### config.mk
export PLATFORM = sky130hd
export DESIGN_NAME = conv_seq_ctrl
export DESIGN_NICKNAME = d
export VERILOG_FILES = /design/src/rtl/conv_seq_ctrl.sv
export SDC_FILE = /design/constraint.sdc
export NUM_CORES = 1
export LEC_CHECK = 0
export ABC_AREA = 1
export CORE_MARGIN = 5
export CORE_UTILIZATION = 39
export CTS_CLUSTER_SIZE = 10
export DETAILED_ROUTE_END_ITERATION = 16
export PLACE_DENSITY_LB_ADDON = 0.05
export SLEW_MARGIN = 10
export SYNTH_ARGS = -nofsm -noshare
export SYNTH_HDL_FRONTEND = slang
export SYNTH_SLANG_ARGS = --single-unit
### constraint.sdc
create_clock -name clk_i -period 4 [get_ports clk_i]
set_input_delay 0.8 -clock clk_i [delete_from_list [all_inputs] [get_ports clk_i]]
set_output_delay 0.8 -clock clk_i [all_outputs]
set_load 0.02 [all_outputs]
### src/rtl/conv_seq_ctrl.sv
// ---------------------------------------------------------------------------
// conv_seq_ctrl
// Load/compute/drain sequencer for the ROW_NUM x COL_NUM PE array of the conv
// unit. A job streams weights, ifmap and (optionally) ipsum words from the GLB
// into the array, runs a fixed-length COMPUTE window, then drains the opsums
// back to the GLB. Passes repeat until last_pass_i is seen on the final opsum
// beat. Every stream is valid/ready flow controlled; a phase ends after exactly
// N handshakes.
//
// Ports
//   clk_i, rst_ni            clock, asynchronous active-low reset
//   start_i                  job start pulse (accepted only while idle)
//   cfg_row_num_i            active rows, 1..ROW_NUM
//   cfg_col_num_i            active cols, 1..COL_NUM
//   cfg_ipsum_en_i           load ipsum each pass (else clear psums)
//   change_weight_i          on last opsum beat: next pass reloads weights
//   last_pass_i              on last opsum beat: job ends after this pass
//   glb_rvalid_i/glb_rready_o/glb_rdata_i   GLB read stream
//   glb_wvalid_o/glb_wready_i/glb_wdata_o   opsum write stream to GLB
//   pe_wdata_o               data to PE array (0 unless a write strobe is set)
//   pe_wgt_we_o/pe_ifm_we_o/pe_ips_we_o     PE write strobes
//   pe_idx_o                 beat index inside the current phase
//   pe_psum_clr_o            zero PE psums (ipsum pass skipped)
//   pe_compute_en_o          high during every COMPUTE cycle
//   pe_opsum_rd_o            opsum word consumed by the GLB
//   pe_opsum_i               opsum word selected by pe_idx_o
//   busy_o, done_o, cfg_err_o status
// ---------------------------------------------------------------------------
module conv_seq_ctrl #(
    parameter int ROW_NUM     = 32,
    parameter int COL_NUM     = 32,
    parameter int DATA_W      = 32,
    parameter int WGT_WPR     = 8,
    parameter int PSUM_WPR    = 2,
    parameter int COMPUTE_CYC = 3
) (
    input  logic                             clk_i,
    input  logic                             rst_ni,
    input  logic                             start_i,
    input  logic [$clog2(ROW_NUM+1)-1:0]     cfg_row_num_i,
    input  logic [$clog2(COL_NUM+1)-1:0]     cfg_col_num_i,
    input  logic                             cfg_ipsum_en_i,
    input  logic                             change_weight_i,
    input  logic                             last_pass_i,
    input  logic                             glb_rvalid_i,
    output logic                             glb_rready_o,
    input  logic [DATA_W-1:0]                glb_rdata_i,
    output logic                             glb_wvalid_o,
    input  logic                             glb_wready_i,
    output logic [DATA_W-1:0]                glb_wdata_o,
    output logic [DATA_W-1:0]                pe_wdata_o,
    output logic                             pe_wgt_we_o,
    output logic                             pe_ifm_we_o,
    output logic                             pe_ips_we_o,
    output logic [7:0]                       pe_idx_o,
    output logic                             pe_psum_clr_o,
    output logic                             pe_compute_en_o,
    output logic                             pe_opsum_rd_o,
    input  logic [DATA_W-1:0]                pe_opsum_i,
    output logic                             busy_o,
    output logic                             done_o,
    output logic                             cfg_err_o
);

    localparam int RW  = $clog2(ROW_NUM + 1);
    localparam int CW  = $clog2(COL_NUM + 1);
    localparam int CCW = $clog2(COMPUTE_CYC + 1);

    localparam logic [RW-1:0]  ROW_MAX   = RW'(ROW_NUM);
    localparam logic [CW-1:0]  COL_MAX   = CW'(COL_NUM);
    localparam logic [CCW-1:0] COMP_LAST = CCW'(COMPUTE_CYC - 1);

    // Beat counts must fit the 8-bit counter (N-1 <= 255).
    if (ROW_NUM * WGT_WPR > 256 || ROW_NUM * PSUM_WPR > 256 || COL_NUM > 256 ||
        COMPUTE_CYC < 1) begin : g_param_check
        $error("conv_seq_ctrl: parameters exceed the 8-bit beat counter range");
    end

    typedef enum logic [2:0] {
        S_IDLE,
        S_WGT_LOAD,
        S_IFM_LOAD,
        S_IPS_LOAD,
        S_COMPUTE,
        S_OPS_OUT
    } state_e;

    state_e         state_q, state_d;
    logic [7:0]     cnt_q, cnt_d;
    logic [CCW-1:0] compCnt_q, compCnt_d;
    logic [RW-1:0]  rows_q, rows_d;
    logic [CW-1:0]  cols_q, cols_d;
    logic           ipsEn_q, ipsEn_d;

    logic [8:0]     nBeats;
    logic           isLoad;
    logic           rBeat;
    logic           wBeat;
    logic           lastBeat;
    logic           cfgOk;

    always_ff @(posedge clk_i or negedge rst_ni) begin
        if (!rst_ni) begin
            state_q   <= S_IDLE;
            cnt_q     <= '0;
            compCnt_q <= '0;
            rows_q    <= '0;
            cols_q    <= '0;
            ipsEn_q   <= 1'b0;
        end else begin
            state_q   <= state_d;
            cnt_q     <= cnt_d;
            compCnt_q <= compCnt_d;
            rows_q    <= rows_d;
            cols_q    <= cols_d;
            ipsEn_q   <= ipsEn_d;
        end
    end

    always_comb begin
        state_d         = state_q;
        cnt_d           = cnt_q;
        compCnt_d       = compCnt_q;
        rows_d          = rows_q;
        cols_d          = cols_q;
        ipsEn_d         = ipsEn_q;
        pe_wgt_we_o     = 1'b0;
        pe_ifm_we_o     = 1'b0;
        pe_ips_we_o     = 1'b0;
        pe_psum_clr_o   = 1'b0;
        pe_compute_en_o = 1'b0;
        glb_wvalid_o    = 1'b0;
        done_o          = 1'b0;
        cfg_err_o       = 1'b0;

        // Phase length from the configuration latched at start.
        case (state_q)
            S_WGT_LOAD:           nBeats = 9'(rows_q) * 9'(WGT_WPR);
            S_IFM_LOAD:           nBeats = 9'(cols_q);
            S_IPS_LOAD, S_OPS_OUT: nBeats = 9'(rows_q) * 9'(PSUM_WPR);
            default:              nBeats = 9'd1;
        endcase

        isLoad   = (state_q == S_WGT_LOAD) || (state_q == S_IFM_LOAD) ||
                   (state_q == S_IPS_LOAD);
        rBeat    = isLoad && glb_rvalid_i;
        wBeat    = (state_q == S_OPS_OUT) && glb_wready_i;
        lastBeat = (rBeat || wBeat) && ({1'b0, cnt_q} == nBeats - 9'd1);
        cfgOk    = (cfg_row_num_i != '0) && (cfg_row_num_i <= ROW_MAX) &&
                   (cfg_col_num_i != '0) && (cfg_col_num_i <= COL_MAX);

        // The counter only moves on a handshake and wraps to 0 on the
        // last beat, so every phase starts at index 0.
        if (rBeat || wBeat) begin
            cnt_d = lastBeat ? 8'd0 : cnt_q + 8'd1;
        end

        case (state_q)
            S_IDLE: begin
                if (start_i) begin
                    if (cfgOk) begin
                        rows_d  = cfg_row_num_i;
                        cols_d  = cfg_col_num_i;
                        ipsEn_d = cfg_ipsum_en_i;
                        state_d = S_WGT_LOAD;
                    end else begin
                        cfg_err_o = 1'b1;
                    end
                end
            end
            S_WGT_LOAD: begin
                pe_wgt_we_o = rBeat;
                if (lastBeat) state_d = S_IFM_LOAD;
            end
            S_IFM_LOAD: begin
                pe_ifm_we_o = rBeat;
                if (lastBeat) begin
                    if (ipsEn_q) begin
                        state_d = S_IPS_LOAD;
                    end else begin
                        pe_psum_clr_o = 1'b1;
                        state_d       = S_COMPUTE;
                    end
                end
            end
            S_IPS_LOAD: begin
                pe_ips_we_o = rBeat;
                if (lastBeat) state_d = S_COMPUTE;
            end
            S_COMPUTE: begin
                pe_compute_en_o = 1'b1;
                if (compCnt_q == COMP_LAST) begin
                    compCnt_d = '0;
                    state_d   = S_OPS_OUT;
                end else begin
                    compCnt_d = compCnt_q + 1'b1;
                end
            end
            S_OPS_OUT: begin
                glb_wvalid_o = 1'b1;
                // last_pass wins over change_weight on the final beat.
                if (lastBeat) begin
                    if (last_pass_i) begin
                        done_o  = 1'b1;
                        state_d = S_IDLE;
                    end else if (change_weight_i) begin
                        state_d = S_WGT_LOAD;
                    end else begin
                        state_d = S_IFM_LOAD;
                    end
                end
            end
            default: state_d = S_IDLE;
        endcase
    end

    // Data paths are gated so every output is 0 while idle or in reset.
    // glb_wdata follows pe_opsum, which is stable while pe_idx is held.
    always_comb begin
        glb_rready_o  = isLoad;
        pe_opsum_rd_o = wBeat;
        pe_idx_o      = cnt_q;
        busy_o        = (state_q != S_IDLE);
        glb_wdata_o   = glb_wvalid_o ? pe_opsum_i : '0;
        pe_wdata_o    = (pe_wgt_we_o || pe_ifm_we_o || pe_ips_we_o) ? glb_rdata_i : '0;
    end

endmodule
==> impl_metrics.tcl, run 1 <==
set metrics [dict create \
    p_leak_nw 2.189 \
    fin_crit_sh 0.8674 \
    start_kind "flip-flop" \
    h-tree-depth 1 \
    drc 0 \
    synth_edf_count 0 \
    routed_wl_um 8971 \
    tns_ns 0 \
    wire_per_inst_um 14.06 \
    cts_tree "done" \
    rows 28 \
    yosysSeqAreaShare 0.2707 \
    irDropWorstVdd_mv 0.4117 \
    core_area_um2 5956 \
    drt_first_pass_iters 5 \
    synth-seq-cells 26 \
    syn_inst 398 \
    synth_ff_type "dfrtp_1" \
    yosys.cell_types.count 32 \
    cap_violations 0 \
    yosys-top-cells-area "dfrtp_1, inv_1, nor2_1" \
    clock-sinks 26 \
    max_freq_mhz 288.2 \
    seqPwrFrac 0.210 \
    hold_path.class "reg2reg" \
    fin_crit_ns 3.470 \
    yosysTopAreaCell "dfrtp_1" \
    grt_pass1_wl_um 13550 \
    clkPwrFrac 0.093 \
    num_vias 2864 \
    worstPathRequired_ns 3.20 \
    post_cts.repair.setup_buffers 0 \
    initial_core_util 0.4036 \
    viasPerCell 4.489 \
    ant_nets 0 \
    cp_max_fo 6 \
    setup_viol 0 \
    power.switching_mw 1.197 \
    grt_max_degree 38 \
    synthArstFlopShare 1.000 \
    antenna_found_initial 0 \
    drive_gt1_frac 0.09059 \
    worst_pin_slew_ns 0.6734 \
    die_h_um 88.51 \
    routabilityCongestion 0.8730 \
    rsz0062_at_grt "false" \
    pwr-share-comb 0.697 \
    dp_hpwl_um 7696 \
    fin_ws_ns 0.5302 \
    grt_overflow 0 \
    switching_share 0.4960 \
    cts_resized 0 \
    status "finished clean" \
    place_ws_ns 0.3007 \
    yosys_warnings 0 \
    internal_power_mw 1.217 \
    n_antenna_cell 0 \
    cts-root-buf "clkbuf_8" \
    synth_area_um2 2404 \
    grt_use_total 0.2200 \
    fp.dieArea_um2 7833 \
    fin_util 0.7099 \
    die_w_um 88.51 \
    synth_top_area_share 0.2707 \
    cts_buffers 3 \
    relSlewSlack 0.5498 \
    syn-num-nets 484 \
    layout.nets 650 \
    power_density_nw_per_um2 571.0 \
    worstPathArrival_ns 2.67 \
    path_clk_slew_ns 0.10 \
    fill_cells 534 \
    hold_violations 0 \
    avgSynthCellArea_um2 6.039 \
    io_pins 167 \
    cp-end-kind "output port" \
    cts-hold-fix-buffers 0 \
    area_growth_pct 75.90 \
    critical_path_class "reg2out" \
    maxSlewViolCount 0 \
    cts_buffer_depth 2 \
    io_buffers 166 \
    clock_skew_ns 0.002349 \
    grt_pass1_vias 2717 \
    clk_latency_ns 0.27 \
    drtIter0Drc 104 \
]
[final timing paths]
kind                                  to        from  cells past startpoint  slack [ns]
setup / recovery           pe_psum_clr_o  state_q[2]                     17        0.53
hold / removal                 cols_q[1]   cols_q[1]                      2        0.51
setup reg to reg              state_q[1]  state_q[2]                     19        1.53
hold reg to reg                cols_q[1]   cols_q[1]                      2        0.51
max in group asynchronous     state_q[1]      rst_ni                      2        2.83
min in group asynchronous    pe_idx_o[7]      rst_ni                      2        0.89
[metrics by stage]
step	hold slack [ns]	cells	power, mW	area [µm²]
final	0.5070	638	2.414	4228
after floorplan	0.4534	398	1.582	2404
after global routing	0.5474	638	2.617	4228
after CTS	0.5106	638	2.416	4215
after global placement	0.4828	634	2.145	4144
after detailed placement	0.4860	634	2.178	4144
[routing by layer]
layer  vias up  track usage  share of wire  wire (µm)
met5         -            0              0          0
met4         0      0.03571          0.013        119
met3         8      0.04842          0.073        657
met2       100       0.4058           0.53       4742
met1      1251       0.2651           0.38       3452
li1       1505            -              -          -
[kinds of logic after synthesis]
group                    synth area share
AND/OR/NAND/NOR                    0.4300
buffers and inverters              0.1775
flip-flops                         0.2707
AO/OA/AOI/OAI                     0.05206
multiplexers                      0.03748
XOR/XNOR                          0.02186
adder cells (fa/ha/maj)           0.01041
[area by class of cell]
type                       instances  area [µm²]  share of cell area
inverter                         103       389.1             0.09204
clock inverter                     1       30.03            0.007103
multi-input combinational        261        1331              0.3149
tap                               75       93.84             0.02220
clock buffer                       3       41.29            0.009766
timing repair buffer             169        1689              0.3995
sequential                        26       653.1              0.1545
[cells in the mapped netlist (2+ instances only)]
master     n
o21ai_1    3
clkbuf_1   6
nand4_1    2
nand3_1   27
nand2_2    5
nand3b_1   2
nand2_1   71
nand3_2    6
dfrtp_1   26
xor2_1     6
ha_1       2
nor3b_1    2
nor2_1    92
o311ai_0   2
nor2_4     2
inv_1     96
inv_2      6
mux2_2     8
o21ai_0    6
nor3_1     4
nand2_4    3
a21oi_1    6
nor2_2     6
[registers in the layout, summed over array words and instances (netlist names)]
| signal | flops |
|---|---|
| cols_q | 6 |
| rows_q | 6 |
| ipsEn_q | 1 |
| compCnt_q | 2 |
| state_q | 3 |
| pe_idx_o | 8 |
[cell usage in the layout, fill, tap and decap left out, types with 4 or more instances in the layout]
cell type	n
a21oi_1	6
clkdlybuf4s50_1	164
dfrtp_1	24
inv_1	96
inv_2	6
mux2_2	8
nand2_1	71
nand2_2	5
nand3_1	27
nand3_2	6
nor2_1	92
nor2_2	5
nor3_1	4
o21ai_0	6
xor2_1	6
[critical path, cell delays in order (launching register included)]
cell and delay (ns):
dfrtp_1 0.42, inv_4 0.09, nand2_1 0.14, nor2_4 0.18
nand2_1 0.12, nand2_1 0.08, inv_1 0.04, ha_1 0.27
xor2_1 0.14, nand2_1 0.06, nor2_1 0.09, o21ai_1 0.06
inv_1 0.05, nand2_1 0.05, nor2_2 0.12, nand3_4 0.14
nor2_1 0.12, dlymetal6s2s_1 0.23
[power by group through the flow]
stage / clock network, mW / registers, mW / logic (mW)
finish: 0.223 / 0.508 / 1.68
global route: 0.238 / 0.527 / 1.85
CTS: 0.230 / 0.502 / 1.68
detailed placement: 0 / 0.507 / 1.67
global placement: 0 / 0.505 / 1.64
floorplan: 0 / 0.513 / 1.07
Power figures use the tool's default switching activity.
==> inputs of run 2 (changes only) <==
- ABC_AREA: 1 -> not set
- CORE_UTILIZATION: 39 -> 38
==> impl_metrics.tcl, run 2 <==
set metrics [dict create \
    cts_buffer_depth 2 \
    grt_overflow 0 \
    synth_edf_count 0 \
    yosys_warnings 0 \
    multi_input_area_um2 1574 \
    hold_path.class "reg2reg" \
    fin_ws_ns 0.06820 \
    worstPathRequired_ns 3.20 \
    start_kind "flip-flop" \
    cap_violations 0 \
    layout.nets 536 \
    critical_path_class "reg2out" \
    cts-root-buf "clkbuf_8" \
    cts_buffers 3 \
    drt_first_pass_iters 4 \
    max_freq_mhz 254.3 \
    yosysSeqAreaShare 0.2794 \
    maxSlewViolCount 0 \
    area_growth_pct 84.63 \
    routed_wl_um 8487 \
    worstReg2RegEnd "state_q[1]" \
    avgSynthCellArea_um2 8.688 \
    yosys-top-cells-area "dfrtp_1, and2_1, mux2_2" \
    n_antenna_cell 0 \
    synth_area_um2 2328 \
    core_area_um2 5956 \
    cp_max_fo 5 \
    cp-end-kind "output port" \
    syn-num-nets 354 \
    antenna_found_initial 0 \
    setup_viol 0 \
    clock-sinks 26 \
    irDropWorstVdd_mv 0.3143 \
    path_clk_slew_ns 0.10 \
    initial_core_util 0.3910 \
    fin_crit_ns 3.932 \
    worstPathArrival_ns 3.13 \
    fp.dieArea_um2 7793 \
    final_cell_mix "clkdlybuf4s50_1, and2_1, buf_4" \
    place_ws_ns -0.2387 \
    num_vias 2604 \
    post-synth-top-count-cell "and2_1" \
    grt_max_degree 38 \
    rows 28 \
    syn_inst 268 \
    viasPerCell 4.969 \
    routabilityCongestion 0.8332 \
    status "finished clean" \
    io_pins 167 \
    synthArstFlopShare 1.000 \
    die_h_um 88.28 \
    grt_use_total 0.2021 \
    yosys.cell_types.count 59 \
    drtIter0Drc 108 \
    io_buffers 166 \
    clock_skew_ns 0.006517 \
    synth_top_family_by_area "simple AND/OR/NAND/NOR gates" \
    wire_per_inst_um 16.20 \
    grt_pass1_vias 2483 \
    muxShareOfSynthArea 0.09726 \
    clk_latency_ns 0.28 \
    crit_end "done_o" \
    synth_top_area_share 0.2794 \
    ant_nets 0 \
    cts_tree "done" \
    cts-hold-fix-buffers 0 \
    drc 0 \
    dp_hpwl_um 7040 \
    synthAdderAreaFrac 0.01505 \
    h-tree-depth 1 \
    drive_gt1_frac 0.1403 \
    synth_ff_type "dfrtp_1" \
    hold_violations 0 \
    synth-simple-area-share 0.3632 \
    final_cell_area_um2 4299 \
    worst_pin_slew_ns 0.5066 \
    fin_crit_sh 0.9829 \
    relSlewSlack 0.6577 \
    die_w_um 88.28 \
    layout_commonest_cell "clkdlybuf4s50_1" \
    synth-seq-cells 26 \
    rrSetupSlack_ns 0.85 \
    reg2reg_from "state_q[1]" \
    grt_pass1_wl_um 12490 \
    synth_compound_area_frac 0.1349 \
    power_density_nw_per_um2 386.3 \
    synthXorXnorAreaFrac 0.06018 \
    yosysTopAreaCell "dfrtp_1" \
    whs_ns 0.5170 \
    placed_area_um2 4189 \
    rr_worst_depth 15 \
    p_leak_nw 1.804 \
    synthTopCellsByCount "and2_1, dfrtp_1, nor2_1" \
    ff_latch_area_um2 650.6 \
    fill_cells 495 \
    largest_reg_flops 8 \
    critPathLaunch "state_q[1]" \
]
[run 2: cell types whose count changed after synthesis, moves of 6 or more]
cell     before  now
nand3_1      27    4
and2_1        0   66
nand2_1      71   16
xnor2_1       0    6
nand3_2       6    0
nor2_1       92   20
inv_1        96    5
[run 2: cell type report]
| class | instances | share of cell area |
|---|---|---|
| clock buffer | 3 | 0.009604 |
| sequential | 26 | 0.1513 |
| timing repair buffer | 194 | 0.4389 |
| multi-input combinational | 219 | 0.3661 |
| tap | 75 | 0.02183 |
| clock inverter | 1 | 0.006985 |
| inverter | 6 | 0.005239 |
[run 2: cell families after synthesis]
| logic type | after synthesis |
|---|---|
| flip-flops | 26 |
| multiplexers | 20 |
| buffers and inverters | 23 |
| adder cells (fa/ha/maj) | 3 |
| AO/OA/AOI/OAI | 38 |
| XOR/XNOR | 16 |
| AND/OR/NAND/NOR | 142 |
[run 2: power breakdown]
part / switching [mW] / leakage [nW] / internal (mW)
clock network: 0.0912 / 0.0357 / 0.134
logic: 0.447 / 1.44 / 0.517
registers: 0.119 / 0.331 / 0.353
total: 0.657 / 1.80 / 1.00
[run 2: repair_timing]
action,4_1_cts,5_1_grt
pin swaps,0,4
gates resized for setup,7,8
setup endpoints to repair,2,2
buffers inserted,0,4
[run 2: worst min path at each step]
stage	cells after the start	to	slack (ns)	startpoint
4_1_cts	1	cols_q[4]	0.52	cols_q[4]
3_5_place_dp	1	cols_q[3]	0.50	cols_q[3]
5_1_grt	1	cols_q[4]	0.54	cols_q[4]
6_report	1	cols_q[4]	0.52	cols_q[4]
2_1_floorplan	1	cols_q[1]	0.48	cols_q[1]
3_3_place_gp	1	cols_q[5]	0.49	cols_q[5]
[run 2: metrics by stage]
stage          total power, mW  instances  setup TNS, ns    util
6_report                 1.661        524              0  0.7218
5_1_grt                  1.765        524       -0.08406  0.7218
4_1_cts                  1.650        520       -0.01950  0.7158
3_5_place_dp             1.428        516        -0.4372  0.7034
3_3_place_gp             1.406        516        -0.4783  0.7034
2_1_floorplan            1.031        268              0       -
[run 2: layer usage]
layer,vias up,global-route usage,part of all wire
met4,0,0.03846,0.017
met2,107,0.3698,0.53
li1,1280,-,-
met1,1205,0.2420,0.36
met3,12,0.04749,0.092
met5,-,0,0
[run 2: worst max-delay path: stages, from the launching register on]
cell and delay (ns):
dfrtp_1 0.43, and3b_4 0.31, o2bb2ai_1 0.14, inv_1 0.08
ha_2 0.20, buf_4 0.14, xnor2_1 0.15, xnor2_1 0.14
nand4b_1 0.13, a311o_1 0.37, a2111oi_4 0.29, buf_4 0.18
and3_1 0.16, buf_6 0.12
==> inputs of run 3 (changes only) <==
- CTS_CLUSTER_DIAMETER: not set -> 150
- REMOVE_ABC_BUFFERS: not set -> 1
==> impl_metrics.tcl, run 3 (synthesis results as in run 2) <==
set metrics [dict create \
    cp_slowest_stage_delay_ns 0.45 \
    initial_core_util 0.3910 \
    status "finished clean" \
    cts_buffers 3 \
    cp_max_fo 6 \
    ant_nets 0 \
    cts-hold-fix-buffers 0 \
    layout_commonest_cell "clkdlybuf4s50_1" \
    core_area_um2 5956 \
    fin_crit_sh 0.9671 \
    final_cell_mix "clkdlybuf4s50_1, and2_1, buf_4" \
    numPlacedInstances 525 \
    layout.nets 541 \
    cts_tree "done" \
    rows 28 \
    whs_ns 0.5190 \
    die_h_um 88.28 \
    fin_cells 529 \
    grt_use_total 0.2187 \
    fp.dieArea_um2 7793 \
    wire_per_inst_um 17.05 \
    power_density_nw_per_um2 388.9 \
    routabilityCongestion 0.9012 \
    crit_buf_inv 4 \
    cp_top_family "compound AO/OA/AOI/OAI gates" \
    path_clk_slew_ns 0.09 \
    max_freq_mhz 258.5 \
    clk_latency_ns 0.27 \
    relSlewSlack 0.6906 \
    fin_crit_ns 3.868 \
    irDropWorstVdd_mv 0.4415 \
    worstPathArrival_ns 3.07 \
    setup_viol 0 \
    largest_reg_flops 8 \
    slowest_stage "dfrtp_2" \
    antenna_found_initial 0 \
    routed_wl_um 9018 \
    grt_pass1_vias 2440 \
    clock-sinks 26 \
    drtIter0Drc 76 \
    grt_overflow 0 \
    cts_buffer_depth 2 \
    num_vias 2609 \
    hold_path.class "reg2reg" \
    cap_violations 0 \
    cp-end-kind "output port" \
    drc 0 \
    dp_hpwl_um 7641 \
    grt_pass1_wl_um 13030 \
    maxSlewViolCount 0 \
    grt_max_degree 38 \
    drive_gt1_frac 0.1674 \
    n_antenna_cell 0 \
    worstPathCellList "mux2i_2 -> o2bb2ai_2 -> inv_1 -> ha_2 -> inv_2 -> a221oi_4 -> nand4_1 -> and3_1 -> o31a_1 -> a2111oi_4 -> buf_4 -> and3_4 -> buf_6" \
    tns_ns 0 \
    start_kind "flip-flop" \
    h-tree-depth 1 \
    hold_violations 0 \
    worst_pin_slew_ns 0.4621 \
    critical_path_class "reg2out" \
    area_growth_pct 88.82 \
    viasPerCell 4.932 \
    clock_skew_ns 0.005363 \
    cts-root-buf "clkbuf_8" \
    worstPathRequired_ns 3.20 \
    p_leak_nw 1.833 \
    io_buffers 166 \
    drt_first_pass_iters 4 \
    io_pins 167 \
    die_w_um 88.28 \
]
[run 3: repair_timing]
| item | in CTS | in global routing |
|---|---|---|
| endpoints found under the hold margin | 0 | 0 |
| gates resized for setup | 8 | 18 |
| endpoints found under the setup margin | 2 | 2 |
| setup buffers | 0 | 1 |
| pin swaps | 0 | 7 |
[run 3: cell type report]
cell class / instances / area, µm²
Tap cell: 75 / 93.84
Clock inverter: 1 / 30.03
Timing Repair Buffer: 199 / 1941
Inverter: 6 / 22.52
Fill cell: 472 / 1559
Sequential cell: 26 / 651.9
Clock buffer: 3 / 41.29
Multi-Input combinational cell: 219 / 1617
[run 3: report_power, final]
part,internal [mW],switching [mW]
Sequential,0.353,0.120
Clock,0.134,0.0809
Combinational,0.542,0.480
[run 3: per-layer routing]
metal  wire, µm  vias to the layer above  GRT usage
met5          0                        -          0
met4        252                        0    0.08242
met3        755                       18    0.05307
met2       4545                      106     0.3868
met1       3464                     1188     0.2552
li1           -                     1297          -
[run 3: worst paths after layout]
check | from | to | slack (ns) | cells after the start
worst min register to register | cols_q[3] | cols_q[3] | 0.52 | 1
worst max register to register | state_q[0] | state_q[2] | 0.91 | 14
worst max-delay path | state_q[0] | done_o | 0.13 | 13
min in group asynchronous | rst_ni | cols_q[4] | 0.88 | 2
worst min-delay path | cols_q[3] | cols_q[3] | 0.52 | 1
max in group asynchronous | rst_ni | state_q[0] | 2.85 | 2
[run 3: metrics by stage]
stage / area [µm²] / utilization / total power, mW / setup slack [ns]
after global placement: 4263 / 0.7158 / 1.449 / -0.2124
after global routing: 4397 / 0.7382 / 1.827 / -0.002873
after detailed placement: 4263 / 0.7158 / 1.463 / -0.2467
after CTS: 4343 / 0.7292 / 1.685 / -0.01732
after floorplan: 2235 / - / 1.016 / -0.6602
final: 4397 / 0.7382 / 1.710 / 0.1315
